$ cat config.mk
export PLATFORM = sky130hd
export DESIGN_NAME = gpio_input_conditioner
export DESIGN_NICKNAME = d
export VERILOG_FILES = /design/src/rtl/gpio_input_conditioner.sv
export SDC_FILE = /design/constraint.sdc
export NUM_CORES = 1
export LEC_CHECK = 0
export ABC_AREA = 1
export CORE_ASPECT_RATIO = 0.6
export CORE_UTILIZATION = 30
export DETAILED_ROUTE_END_ITERATION = 10
export HOLD_SLACK_MARGIN = 0.15
export PLACE_DENSITY = 0.48
export SLEW_MARGIN = 30
export SYNTH_ARGS = -nofsm -noshare
export SYNTH_HDL_FRONTEND = slang
export SYNTH_SLANG_ARGS = --single-unit
$ cat constraint.sdc
create_clock -name clk -period 7.76 [get_ports clk]
set_clock_uncertainty 0.2 [all_clocks]
set_input_delay 1.552 -clock clk [delete_from_list [all_inputs] [get_ports clk]]
set_output_delay 1.552 -clock clk [all_outputs]
set_load 0.03 [all_outputs]
$ cat src/rtl/gpio_input_conditioner.sv
// Synchronises and debounces board KEY/SW pins into the SoC GPIO input word.
// Also emits one-cycle key-press and switch-change pulses once valid.
module gpio_input_conditioner #(
  parameter int clk_mhz      = 50,
  parameter int w_key        = 4,
  parameter int w_sw         = 18,
  parameter int tick_cycles  = clk_mhz * 1000,
  parameter int stable_ticks = 5
) (
  input  logic             clk,
  input  logic             reset,
  input  logic [w_key-1:0] key,
  input  logic [w_sw-1:0]  sw,
  output logic [31:0]      gpio_in,
  output logic [w_key-1:0] key_pressed,
  output logic             sw_changed,
  output logic             valid
);

  localparam int W  = w_key + w_sw;
  localparam int PW = $clog2(tick_cycles);
  localparam int CW = (stable_ticks > 1) ? $clog2(stable_ticks) : 1;

  localparam logic [W-1:0]  RST_V = {{w_key{1'b1}}, {w_sw{1'b0}}};
  localparam logic [PW-1:0] P_MAX = PW'(tick_cycles - 1);
  localparam logic [CW-1:0] C_MAX = CW'(stable_ticks - 1);

  logic [W-1:0]     meta;
  logic [W-1:0]     sync;
  logic [W-1:0]     db;
  logic [W-1:0]     commit;
  logic [CW-1:0]    cnt [W];
  logic [PW-1:0]    pcnt;
  logic [CW-1:0]    tcnt;
  logic             tick;
  logic [w_key-1:0] fall_r;
  logic             sw_chg_r;

  always_ff @(posedge clk or posedge reset) begin
    if (reset) begin
      meta <= RST_V;
      sync <= RST_V;
    end else begin
      meta <= {key, sw};
      sync <= meta;
    end
  end

  always_ff @(posedge clk or posedge reset) begin
    if (reset) begin
      pcnt <= '0;
    end else if (pcnt == P_MAX) begin
      pcnt <= '0;
    end else begin
      pcnt <= pcnt + PW'(1);
    end
  end

  assign tick = (pcnt == P_MAX);

  always_comb begin
    commit = '0;
    for (int i = 0; i < W; i++) begin
      commit[i] = tick && (sync[i] != db[i]) && (cnt[i] == C_MAX);
    end
  end

  // Any equal sample restarts qualification; cnt clears on commit.
  always_ff @(posedge clk or posedge reset) begin
    if (reset) begin
      db <= RST_V;
      for (int i = 0; i < W; i++) begin
        cnt[i] <= '0;
      end
    end else if (tick) begin
      for (int i = 0; i < W; i++) begin
        if (sync[i] == db[i]) begin
          cnt[i] <= '0;
        end else if (commit[i]) begin
          db[i]  <= sync[i];
          cnt[i] <= '0;
        end else begin
          cnt[i] <= cnt[i] + CW'(1);
        end
      end
    end
  end

  always_ff @(posedge clk or posedge reset) begin
    if (reset) begin
      tcnt  <= '0;
      valid <= 1'b0;
    end else if (tick && !valid) begin
      if (tcnt == C_MAX) begin
        valid <= 1'b1;
      end else begin
        tcnt <= tcnt + CW'(1);
      end
    end
  end

  // Mask with pre-edge valid so power-up commits never pulse.
  always_ff @(posedge clk or posedge reset) begin
    if (reset) begin
      fall_r      <= '0;
      sw_chg_r    <= 1'b0;
      key_pressed <= '0;
      sw_changed  <= 1'b0;
    end else begin
      fall_r      <= {w_key{valid}} & commit[W-1:w_sw] & db[W-1:w_sw];
      sw_chg_r    <= valid & (|commit[w_sw-1:0]);
      key_pressed <= fall_r;
      sw_changed  <= sw_chg_r;
    end
  end

  assign gpio_in = 32'(db);

endmodule

After elaboration in Yosys (flattened, before gate mapping)
Cells that the tools add are included.
{"block": "op_classes", "n_addsub": 24, "eq_ne": 68, "muxes": 45, "bitwise": 26, "n_reduce_logical": 71}
{"operator": "$mux W3", "n": 44}
{"operator": "$add A3 B1 Y3 const B", "n": 23}
{"operator": "$eq A3 B3 Y1 const B", "n": 23}
{"operator": "$reduce_and A3 Y1", "n": 22}
{"operator": "$logic_and A1 B1 Y1", "n": 45}
{"operator": "$not A1 Y1", "n": 23}
{"operator": "$eq A1 B1 Y1", "n": 22}
{"operator": "$ne A1 B1 Y1", "n": 22}
{"operator": "$reduce_or A18 Y1", "n": 1}
{"operator": "$add A16 B1 Y16 const B", "n": 1}
{"operator": "$eq A16 B16 Y1 const B", "n": 1}
{"operator": "$mux W16", "n": 1}
{"operator": "$and A4 B4 Y4", "n": 2}
{"operator": "$reduce_and A2 Y1", "n": 2}
{"operator": "$and A1 B1 Y1", "n": 1}
{"operator": "$logic_not A1 Y1", "n": 1}
{"block": "word_totals", "ff_bits": 162, "output_inout_bits": 38}

Depth between registers and ports, before layout
Gate-level depths: netlist (run 1).
{"block": "depth", "depth_word": 5, "ltp_mapped": 13, "depth_no_buf": 12}

Worst setup path after synthesis (run 1)
Ideal clock, no wire load.
{"block": "synth_timing", "kind": "reg2out", "startpoint": "reg db[18]", "endpoint": "out gpio_in[18]", "arrival_time_ns": 0.618, "setup_slack_ns": 5.390, "path_stages_with_launch": 1, "cell_sequence": "dfstp_2"}
{"element": "start: declaration", "line": "30", "text": "logic [W-1:0] db;"}
{"element": "start signal: indexed assignment", "line": "80", "text": "db[i] <= sync[i];"}
{"element": "end: declaration", "line": "14", "text": "output logic [31:0] gpio_in,"}
No word-level cell between the ends.

Worst setup path in the final report (run 1)
{"block": "layout_timing", "startpoint": "reg pcnt[0]", "endpoint": "reg db[1]"}
{"block": "layout_via", "elab_chain_cells": 4}
{"element": "start: declaration", "line": "33", "text": "logic [PW-1:0] pcnt;"}
{"element": "start signal: assignment", "line": "55", "text": "pcnt <= pcnt + PW'(1);"}
{"element": "$eq A16 B16 Y1 (*)", "line": "59", "text": "assign tick = (pcnt == P_MAX);"}
{"element": "$logic_and A1 B1 Y1 (2 in a row)", "line": "64", "text": "commit[i] = tick && (sync[i] != db[i]) && (cnt[i] == C_MAX);"}
{"element": "$reduce_and A3 Y1 (no source line) (*)"}
Mark *: on every way between the ends. The rest lies on a longest branch, timed or not.
A chain may end at the register's enable or synchronous reset.

==> results of run 1 <==
area by class of cell:
class / count / area share
Sequential cell: 162 / 0.467
Multi-Input combinational cell: 434 / 0.314
Timing Repair Buffer: 57 / 0.0648
Clock buffer: 23 / 0.0548
Tap cell: 315 / 0.0452
Inverter: 97 / 0.0426
Clock inverter: 9 / 0.0121
per-stage QoR:
stage / setup WS [ns] / hold slack, ns / util
floorplan: 1.65 / 0.131 / -
finish: 3.97 / 0.147 / 0.372
detailed placement: 3.90 / 0.135 / 0.345
global route: 3.61 / 0.158 / 0.372
CTS: 3.92 / 0.150 / 0.372
global placement: 3.90 / 0.131 / 0.345
registers in the layout, indices dropped and copies added, names as in the netlist:
name	count
tcnt	3
pcnt	16
valid	1
fall_r	4
meta	22
sync	22
key_pressed	4
sw_chg_r	1
cnt	66
sw_changed	1
db	22
power by group:
part	leakage, nW	internal (mW)	switching (mW)
Sequential	2.12	0.858	0.00540
Combinational	1.82	0.0139	0.0305
Clock	0.275	0.498	0.340
Total	4.22	1.37	0.376
path summary, 6_finish.rpt:
kind                                startpoint  cells past startpoint                        to  slack [ns]
max reg2reg                  pcnt[0]$_DFF_PP0_                      8         db[1]$_DFFE_PP0P_        3.97
max                          pcnt[0]$_DFF_PP0_                      8         db[1]$_DFFE_PP0P_        3.97
min in group asynchronous                reset                      2        meta[13]$_DFF_PP0_        1.45
min reg2reg                fall_r[1]$_DFF_PP0_                      0  key_pressed[1]$_DFF_PP0_        0.15
min                        fall_r[1]$_DFF_PP0_                      0  key_pressed[1]$_DFF_PP0_        0.15
max in group asynchronous                reset                      3       cnt[49]$_DFFE_PP0P_        4.61
cells by family after synthesis:
| group | Yosys count | share of synthesized area |
|---|---|---|
| multiplexers | 22 | 0.0345 |
| other | 1 | 0.000514 |
| flip-flops | 162 | 0.558 |
| adder cells (fa/ha/maj) | 47 | 0.0806 |
| AO/OA/AOI/OAI | 107 | 0.0773 |
| buffers and inverters | 121 | 0.0718 |
| XOR/XNOR | 30 | 0.0360 |
| AND/OR/NAND/NOR | 218 | 0.142 |
metal layers:
metal / part of all wire / up-vias / global-route usage
met3: 0.036 / 5 / 0.0356
met4: 0.0050 / 0 / 0.0437
met2: 0.41 / 56 / 0.167
met5: 0 / - / 0
met1: 0.55 / 2166 / 0.169
li1: - / 2423 / -
placed cells by master (no fill, tap or decap), drive strengths merged:
master,count
ha,47
clkinv,3
nand4,22
buf,2
bufinv,2
conb,10
clkinvlp,4
a211oi,3
xor2,23
o211ai,1
o221ai,2
dfstp,12
nand3b,2
nand2,95
o211a,1
mux2,22
xnor2,7
a21oi,36
dfrtp,150
nor4,2
nand3,44
clkbuf,23
clkdlybuf4s50,51
nor3,1
o21ai,59
nor2,52
a31oi,5
inv,97
dlygate4sd3,4
==> results.yml, run 1 <==
outcome:
  status: "completed"
sta:
  finalCritPeriodShare: 0.489
  slew_headroom: 0.456
  min_period_ns: 3.79
  drv_slew: 0
  rsz0062_at_grt: "false"
  finalSetupViolCount: 0
  tightest_slew_ns: 0.816
  setup_tns_ns: 0
  timing.final.hold_violations: 0
  timing.fmax_ghz: 0.264
cts:
  holdBufCountCts: 4
  clkTransAtPathRegs_ns: 0.07
  post_cts_buffers: 0
  cts_sinks: 162
  cts_tree: "built"
  clock_latency_ns: 0.42
  ctsHtreeMaxLevel: 4
  cts-buffers-inserted: 17
  clock-root-buffer: "clkbuf_16"
  postCtsResizedCells: 0
  clock_path_buffers: 2
detailed_routing:
  wire_per_inst_um: 12.3
  dr.pass1.iters: 4
  routed_wirelength_um: 13500
  drc: 0
  routed_via_density: 4.24
  vias: 4650
  drtIter0Drc: 288
  ant_nets: 0
cells_and_area:
  regArea_sq_um: 4070
  fin_area_sq_um: 8720
  fillers: 2341
  diodes: 0
  drive_gt1_frac: 0.0997
  nets: 840
  area_growth_pct: 19.5
  multi_input_area_sq_um: 2740
  final_cells: 1097
setup_path:
  crit_arrival_ns: 3.90
  endpoint_kind: "flip-flop"
  path_class: "flip-flop to flip-flop"
  path_max_fanout: 45
  worstPathRequired_ns: 7.87
  path_delay_family: "simple AND/OR/NAND/NOR gates"
  crit_path_top_delay_cell: "inv_2"
  start_kind: "flip-flop"
  cp_cell_sequence: "ha_1 > nand3_1 > nor2_2 > nand2_4 > inv_2 > buf_4 > nand3_2 > mux2_2"
  slowest_delay_ns: 0.66
  path_buf_inv: 2
placed_design:
  placed_cell_area_sq_um: 8100
  place_hpwl_um: 8770
  gp_congestion: 0.738
  io_buffers: 51
  dp.cells: 1061
global_routing:
  grt_max_degree: 100
  grt_usage: 0.118
  antenna_found_initial: 0
  grt_pass1_vias: 4516
  grt_pass1_wl_um: 22500
  gr-total-overflow: 0
logic_synthesis:
  synthCells: 708
  synth.distinct_cells: 35
  synth-seq-area-share: 0.558
  synth.most_common_cell: "dfrtp_1"
  synth_commonest_cells: "dfrtp_1 (150), inv_1 (96), nand2_1 (94)"
  synth_area_leader_cell: "dfrtp_1"
  synth.area.top_cells: "dfrtp_1 (51%), ha_1 (8.1%), inv_1 (4.9%)"
  synth_flop_cell: "dfrtp_1"
  synth_top_area_share: 0.514
  syn_avg_cell_area_sq_um: 10.3
  yosys_warnings: 0
  syn_area_sq_um: 7300
  synth-seq-cells: 162
  synth-edff-count: 0
  async_flop_share: 1.00
power_and_ir_drop:
  ir_worst_vdd_v: 0.000135
  fin_total_pwr_mw: 1.75
  p_leak_nw: 4.22
  power.density_nw_per_um2: 200
run:
  cap_viol_max_count: 0
die:
  rows: 43
  die_h_um: 123
  io-pin-count: 62
  die_width_um: 203
  start_util: 0.311
  core_sq_um: 23500
  die_area_sq_um: 25000
worst_hold_path:
  hold_class: "flip-flop to flip-flop"
Power figures use the tool's default switching activity.
==> run 2: changes to the inputs <==
Clock period 7.76 ns to 3.9 ns, I/O delays scaled along.
==> run 2 against run 1 <==
  * Wire length up 2.1%
  * Power is 100% higher
  * Flip-flop and latch count unchanged
  * Die area unchanged
  * Combinational power increased by 110%
  * Critical path type is now flip-flop to output port
  * Via count grew 0.34%
==> results.yml, run 2 (same netlist as run 1, synthesis figures left out) <==
outcome:
  status: "completed"
cts:
  cts-buffers-inserted: 17
  cts_sinks: 162
  clkTransAtPathRegs_ns: 0.06
  clock_latency_ns: 0.43
  ctsHtreeMaxLevel: 4
  cts_tree: "built"
  clock-root-buffer: "clkbuf_16"
  clock_path_buffers: 2
  post_cts_buffers: 0
cells_and_area:
  nets: 847
  fin_area_sq_um: 8810
  drive_gt1_frac: 0.110
  regMostFlops: "cnt"
  fillers: 2353
  diodes: 0
  largest_reg_flops: 66
  final_common_cell: "dfrtp_1"
  final_cells: 1104
  final_cell_mix: "dfrtp_1 (150), inv_1 (95), nand2_1 (94)"
  area_growth_pct: 20.7
detailed_routing:
  wl_met2_um: 5490
  drc: 0
  drtIter0Drc: 250
  routed_wirelength_um: 13800
  met1_length_um: 7730
  vias: 4666
  dr.pass1.iters: 5
  wire_per_inst_um: 12.5
  ant_nets: 0
  wl_met3_um: 427
  routed_via_density: 4.23
  top_layer_used: "met4"
power_and_ir_drop:
  ir_worst_vdd_v: 0.000319
  p_leak_nw: 4.27
  fin_total_pwr_mw: 3.51
  power.density_nw_per_um2: 399
  switching_share: 0.220
  p_sw_mw: 0.773
  power.internal_mw: 2.74
  p_comb_frac: 0.027
  clockPowerShare: 0.484
  seqPwrFrac: 0.489
sta:
  setup_tns_ns: 0
  finalCritPeriodShare: 0.684
  tightest_slew_ns: 0.653
  finalSetupViolCount: 0
  slew_headroom: 0.564
  rsz0062_at_grt: "false"
  min_period_ns: 2.67
  timing.final.hold_violations: 0
  drv_slew: 0
  timing.fmax_ghz: 0.375
setup_path:
  path_class: "flip-flop to output port"
  crit_arrival_ns: 1.69
  slowest_delay_ns: 0.73
  path_buf_inv: 1
  endpoint_kind: "output port"
  crit_path_top_delay_cell: "clkdlybuf4s50_1"
  start_kind: "flip-flop"
  cp_cell_sequence: "clkdlybuf4s50_1"
  path_delay_family: "buffers and inverters"
  worstPathRequired_ns: 2.92
  path_max_fanout: 6
global_routing:
  gr-total-overflow: 0
  antenna_found_initial: 0
  grt_pass1_wl_um: 23500
  grt_usage: 0.124
  grt_max_degree: 51
  grt_pass1_vias: 4550
placed_design:
  dp.cells: 1069
  io_buffers: 51
  gp_congestion: 0.784
  place_hpwl_um: 9510
  placed_cell_area_sq_um: 8180
die:
  rows: 43
  die_width_um: 203
  core_sq_um: 23500
  io-pin-count: 62
  die_area_sq_um: 25000
  start_util: 0.311
  die_h_um: 123
worst_hold_path:
  hold_class: "flip-flop to flip-flop"
run:
  cap_viol_max_count: 0
[run 2: timing repair]
action | CTS | global route
resized for setup | 0 | 0
endpoints found under the hold margin | 3 | 0
hold buffers | 3 | 0
[run 2: metal layers]
layer / up-vias / GRT usage
li1: 2438 / -
met4: 0 / 0.0451
met1: 2154 / 0.183
met2: 60 / 0.165
met5: - / 0
met3: 14 / 0.0404
[run 2: area by class of cell]
type	count	area, sq um	area share
clock inverters	10	125	0.0142
multi-input cells	434	2740	0.311
repair buffers	64	641	0.0727
clock buffers	22	474	0.0538
well taps	315	394	0.0447
inverters	97	368	0.0418
flip-flops and latches	162	4070	0.462
[run 2: power by group through the flow]
| stage | sequential (mW) | combinational (mW) | clock, mW |
|---|---|---|---|
| final | 1.72 | 0.0937 | 1.70 |
| after global routing | 1.72 | 0.107 | 1.84 |
| after CTS | 1.72 | 0.0982 | 1.77 |
| after global placement | 1.75 | 0.0982 | 0 |
| after floorplan | 1.75 | 0.0600 | 0 |
| after detailed placement | 1.75 | 0.0971 | 0 |
[run 2: metrics by stage]
| step | setup WS, ns | util | hold slack (ns) |
|---|---|---|---|
| floorplan | 0.873 | - | 0.131 |
| global placement | 1.37 | 0.349 | 0.131 |
| detailed placement | 1.32 | 0.349 | 0.135 |
| CTS | 1.18 | 0.376 | 0.150 |
| global route | 1.13 | 0.376 | 0.157 |
| finish | 1.23 | 0.376 | 0.147 |
[run 2: path summary, 6_finish.rpt]
check | startpoint | end | slack (ns) | depth (start not counted)
max | valid$_DFFE_PP0P_ | valid | 1.23 | 1
min | fall_r[0]$_DFF_PP0_ | key_pressed[0]$_DFF_PP0_ | 0.15 | 0
max reg2reg | pcnt[0]$_DFF_PP0_ | sw_chg_r$_DFF_PP0_ | 1.35 | 13
min reg2reg | fall_r[0]$_DFF_PP0_ | key_pressed[0]$_DFF_PP0_ | 0.15 | 0
max in group asynchronous | reset | meta[18]$_DFF_PP1_ | 2.25 | 3
min in group asynchronous | reset | meta[13]$_DFF_PP0_ | 0.52 | 2
==> RTL change (flow settings as in run 2) <==
Change the parameter `w_sw` from 18 to 14.
--- a/src/rtl/gpio_input_conditioner.sv
+++ b/src/rtl/gpio_input_conditioner.sv
@@ -3,7 +3,7 @@
 module gpio_input_conditioner #(
   parameter int clk_mhz      = 50,
   parameter int w_key        = 4,
-  parameter int w_sw         = 18,
+  parameter int w_sw         = 14,
   parameter int tick_cycles  = clk_mhz * 1000,
   parameter int stable_ticks = 5
 ) (
Ports: changed (resized sw); port bits go from 62 to 58. No check against the original RTL was run, so the function may have changed too.
==> RTL change against run 2 <==
Area after synthesis shrank 13%. Core utilization is essentially flat. Final cell count shrank 13%. Sequential cell count shrank 24. Total power shrank 7.3%. Routed wire length shrank 12%. Die area shrank 13%. Cell area shrank 13%. Worst setup slack lost 0.012 ns. Critical path type is now reg -> reg. Critical endpoint is now cnt[26]$_DFFE_PP0P_. Largest cell class unchanged.
==> RTL change: results (changes against run 2) <==
Run status
  • Status: complete, no violations (unchanged)

Global routing
  • Met1 Track Usage GR: 16.7% (was 18.3%)
  • Global routing met2 resource utilization: 18.8% (was 16.5%)
  • Met3 Use GR: 3.71% (was 4.04%)
  • First-pass GRT wire length: 21,000 um (was 23,500 um)
  • Number of global-route vias before repair: 4,267 (was 4,550)
  • Global Route Usage Sum: 12.4% (about the same)

Placed design
  • Hpwl dp: 8300 um (was 9510 um)
  • Placed cells: 924 (was 1,069)
  • Routability Congestion: 0.806 (was 0.784)
  • IO buf count: 43 (was 51)
  • Place WS: 1.19 ns (was 1.32 ns)

Detailed routing
  • Post-DR wirelength/cell: 12.7 um (was 12.5 um)
  • Total Wirelength: 12,200 um (was 13,800 um)
  • Detailed Routing Iterations Pass 1: 4 (was 5)
  • Met3 wire len: 437 um (was 427 um)
  • Number of vias in the routed layout: 4,232 (was 4,666)
  • Met2 wire len: 5520 um (was 5490 um)
  • Met1 Wirelength: 6100 um (was 7730 um)
  • Initial drt markers: 154 (was 250)

Synthesis
  • Post-synthesis sequential area ratio: 54.9% (was 55.8%)
  • Post-synth EDFFs: 0 (unchanged)
  • Yosys cell types: 36 (was 35)
  • Top cells by count, synth: dfrtp_1, inv_1, nand2_1, o21ai_0, ha_1 (unchanged)
  • Post-Synthesis Cells: 617 (was 708)
  • Yosys reg bits: 138 (was 162)

Cells and area
  • Max FFs per register: 54 (was 66)
  • Multi-input logic area: 0.00236 mm2 (was 0.00274 mm2)
  • NumNets Final: 731 (was 847)
  • Layout cells sized above 1: 12.1% (was 11.0%)
  • Comb_multi_in: 379 (was 434)
  • Seq/total area: 45.5% (was 46.2%)
  • Clock Buffer Count: 20 (was 22)
  • Clk cell area share: 8.22% (was 6.80%)
  • Fillers: 2,014 (was 2,353)
  • Inverters, non-clock: 85 (was 97)

Timing
  • Slew @ Worst Pin: 0.785 ns (was 0.653 ns)

Pwr
  • VDD IR-drop max: 0.315 mV (was 0.319 mV)
  • Leakage power: 3.69 nW (was 4.27 nW)

Setup path
  • Critical path arrival: 2.81 ns (was 1.69 ns)
  • Slowest CP cell: inv_2 (was clkdlybuf4s50_1)

Clock tree
  • # Post-CTS Setup Buffers: 0 (unchanged)
  • CTS Hold Bufs: 2 (was 3)
  • Worst skew pair latency: 0.41 ns (was 0.43 ns)
[RTL change: changes by cell type after synthesis, moves of 8 or more]
cell	change
inv_1	-13
dfrtp_1	-24
nand2_1	-14
a21oi_1	-10
o21ai_0	-12
ha_1	-8
nor2_1	-14
[RTL change: worst max-delay path: cells and delay by family (launching register included)]
family                   cells  cell delay, ns
buffers and inverters        2            0.90
AND/OR/NAND/NOR              4            0.77
flip-flops                   1            0.36
adder cells (fa/ha/maj)      1            0.20
AO/OA/AOI/OAI                1            0.15
[RTL change: path summary, 6_finish.rpt]
path                                     from             endpoint  slack, ns  cells past startpoint
min in group asynchronous               reset    meta[4]$_DFF_PP0_       0.64                      2
setup / recovery            pcnt[0]$_DFF_PP0_  cnt[26]$_DFFE_PP0P_       1.22                      8
hold reg to reg            meta[13]$_DFF_PP0_   sync[13]$_DFF_PP0_       0.15                      0
setup reg to reg            pcnt[0]$_DFF_PP0_  cnt[26]$_DFFE_PP0P_       1.22                      8
hold / removal             meta[13]$_DFF_PP0_   sync[13]$_DFF_PP0_       0.15                      0
max in group asynchronous               reset   sync[15]$_DFF_PP1_       2.02                      3
[RTL change: logic make-up after synthesis]
logic type / synth area share, %
simple gates: 14.8
flops: 54.9
buf+inv: 8.53
compound gates: 7.52
fa+ha+maj: 7.72
xor+xnor: 4.02
mux: 2.49
other cells: 0.0593
[RTL change: where the power goes]
part	internal, mW	switching [mW]
clock network	1.10	0.606
logic	0.0248	0.0602
registers	1.45	0.00896
[RTL change: through the flow]
stage	instance area, um2	total power [mW]
after floorplan	6370	1.55
after global placement	6980	1.58
after detailed placement	6980	1.58
after CTS	7630	3.31
after global routing	7630	3.38
final	7630	3.25
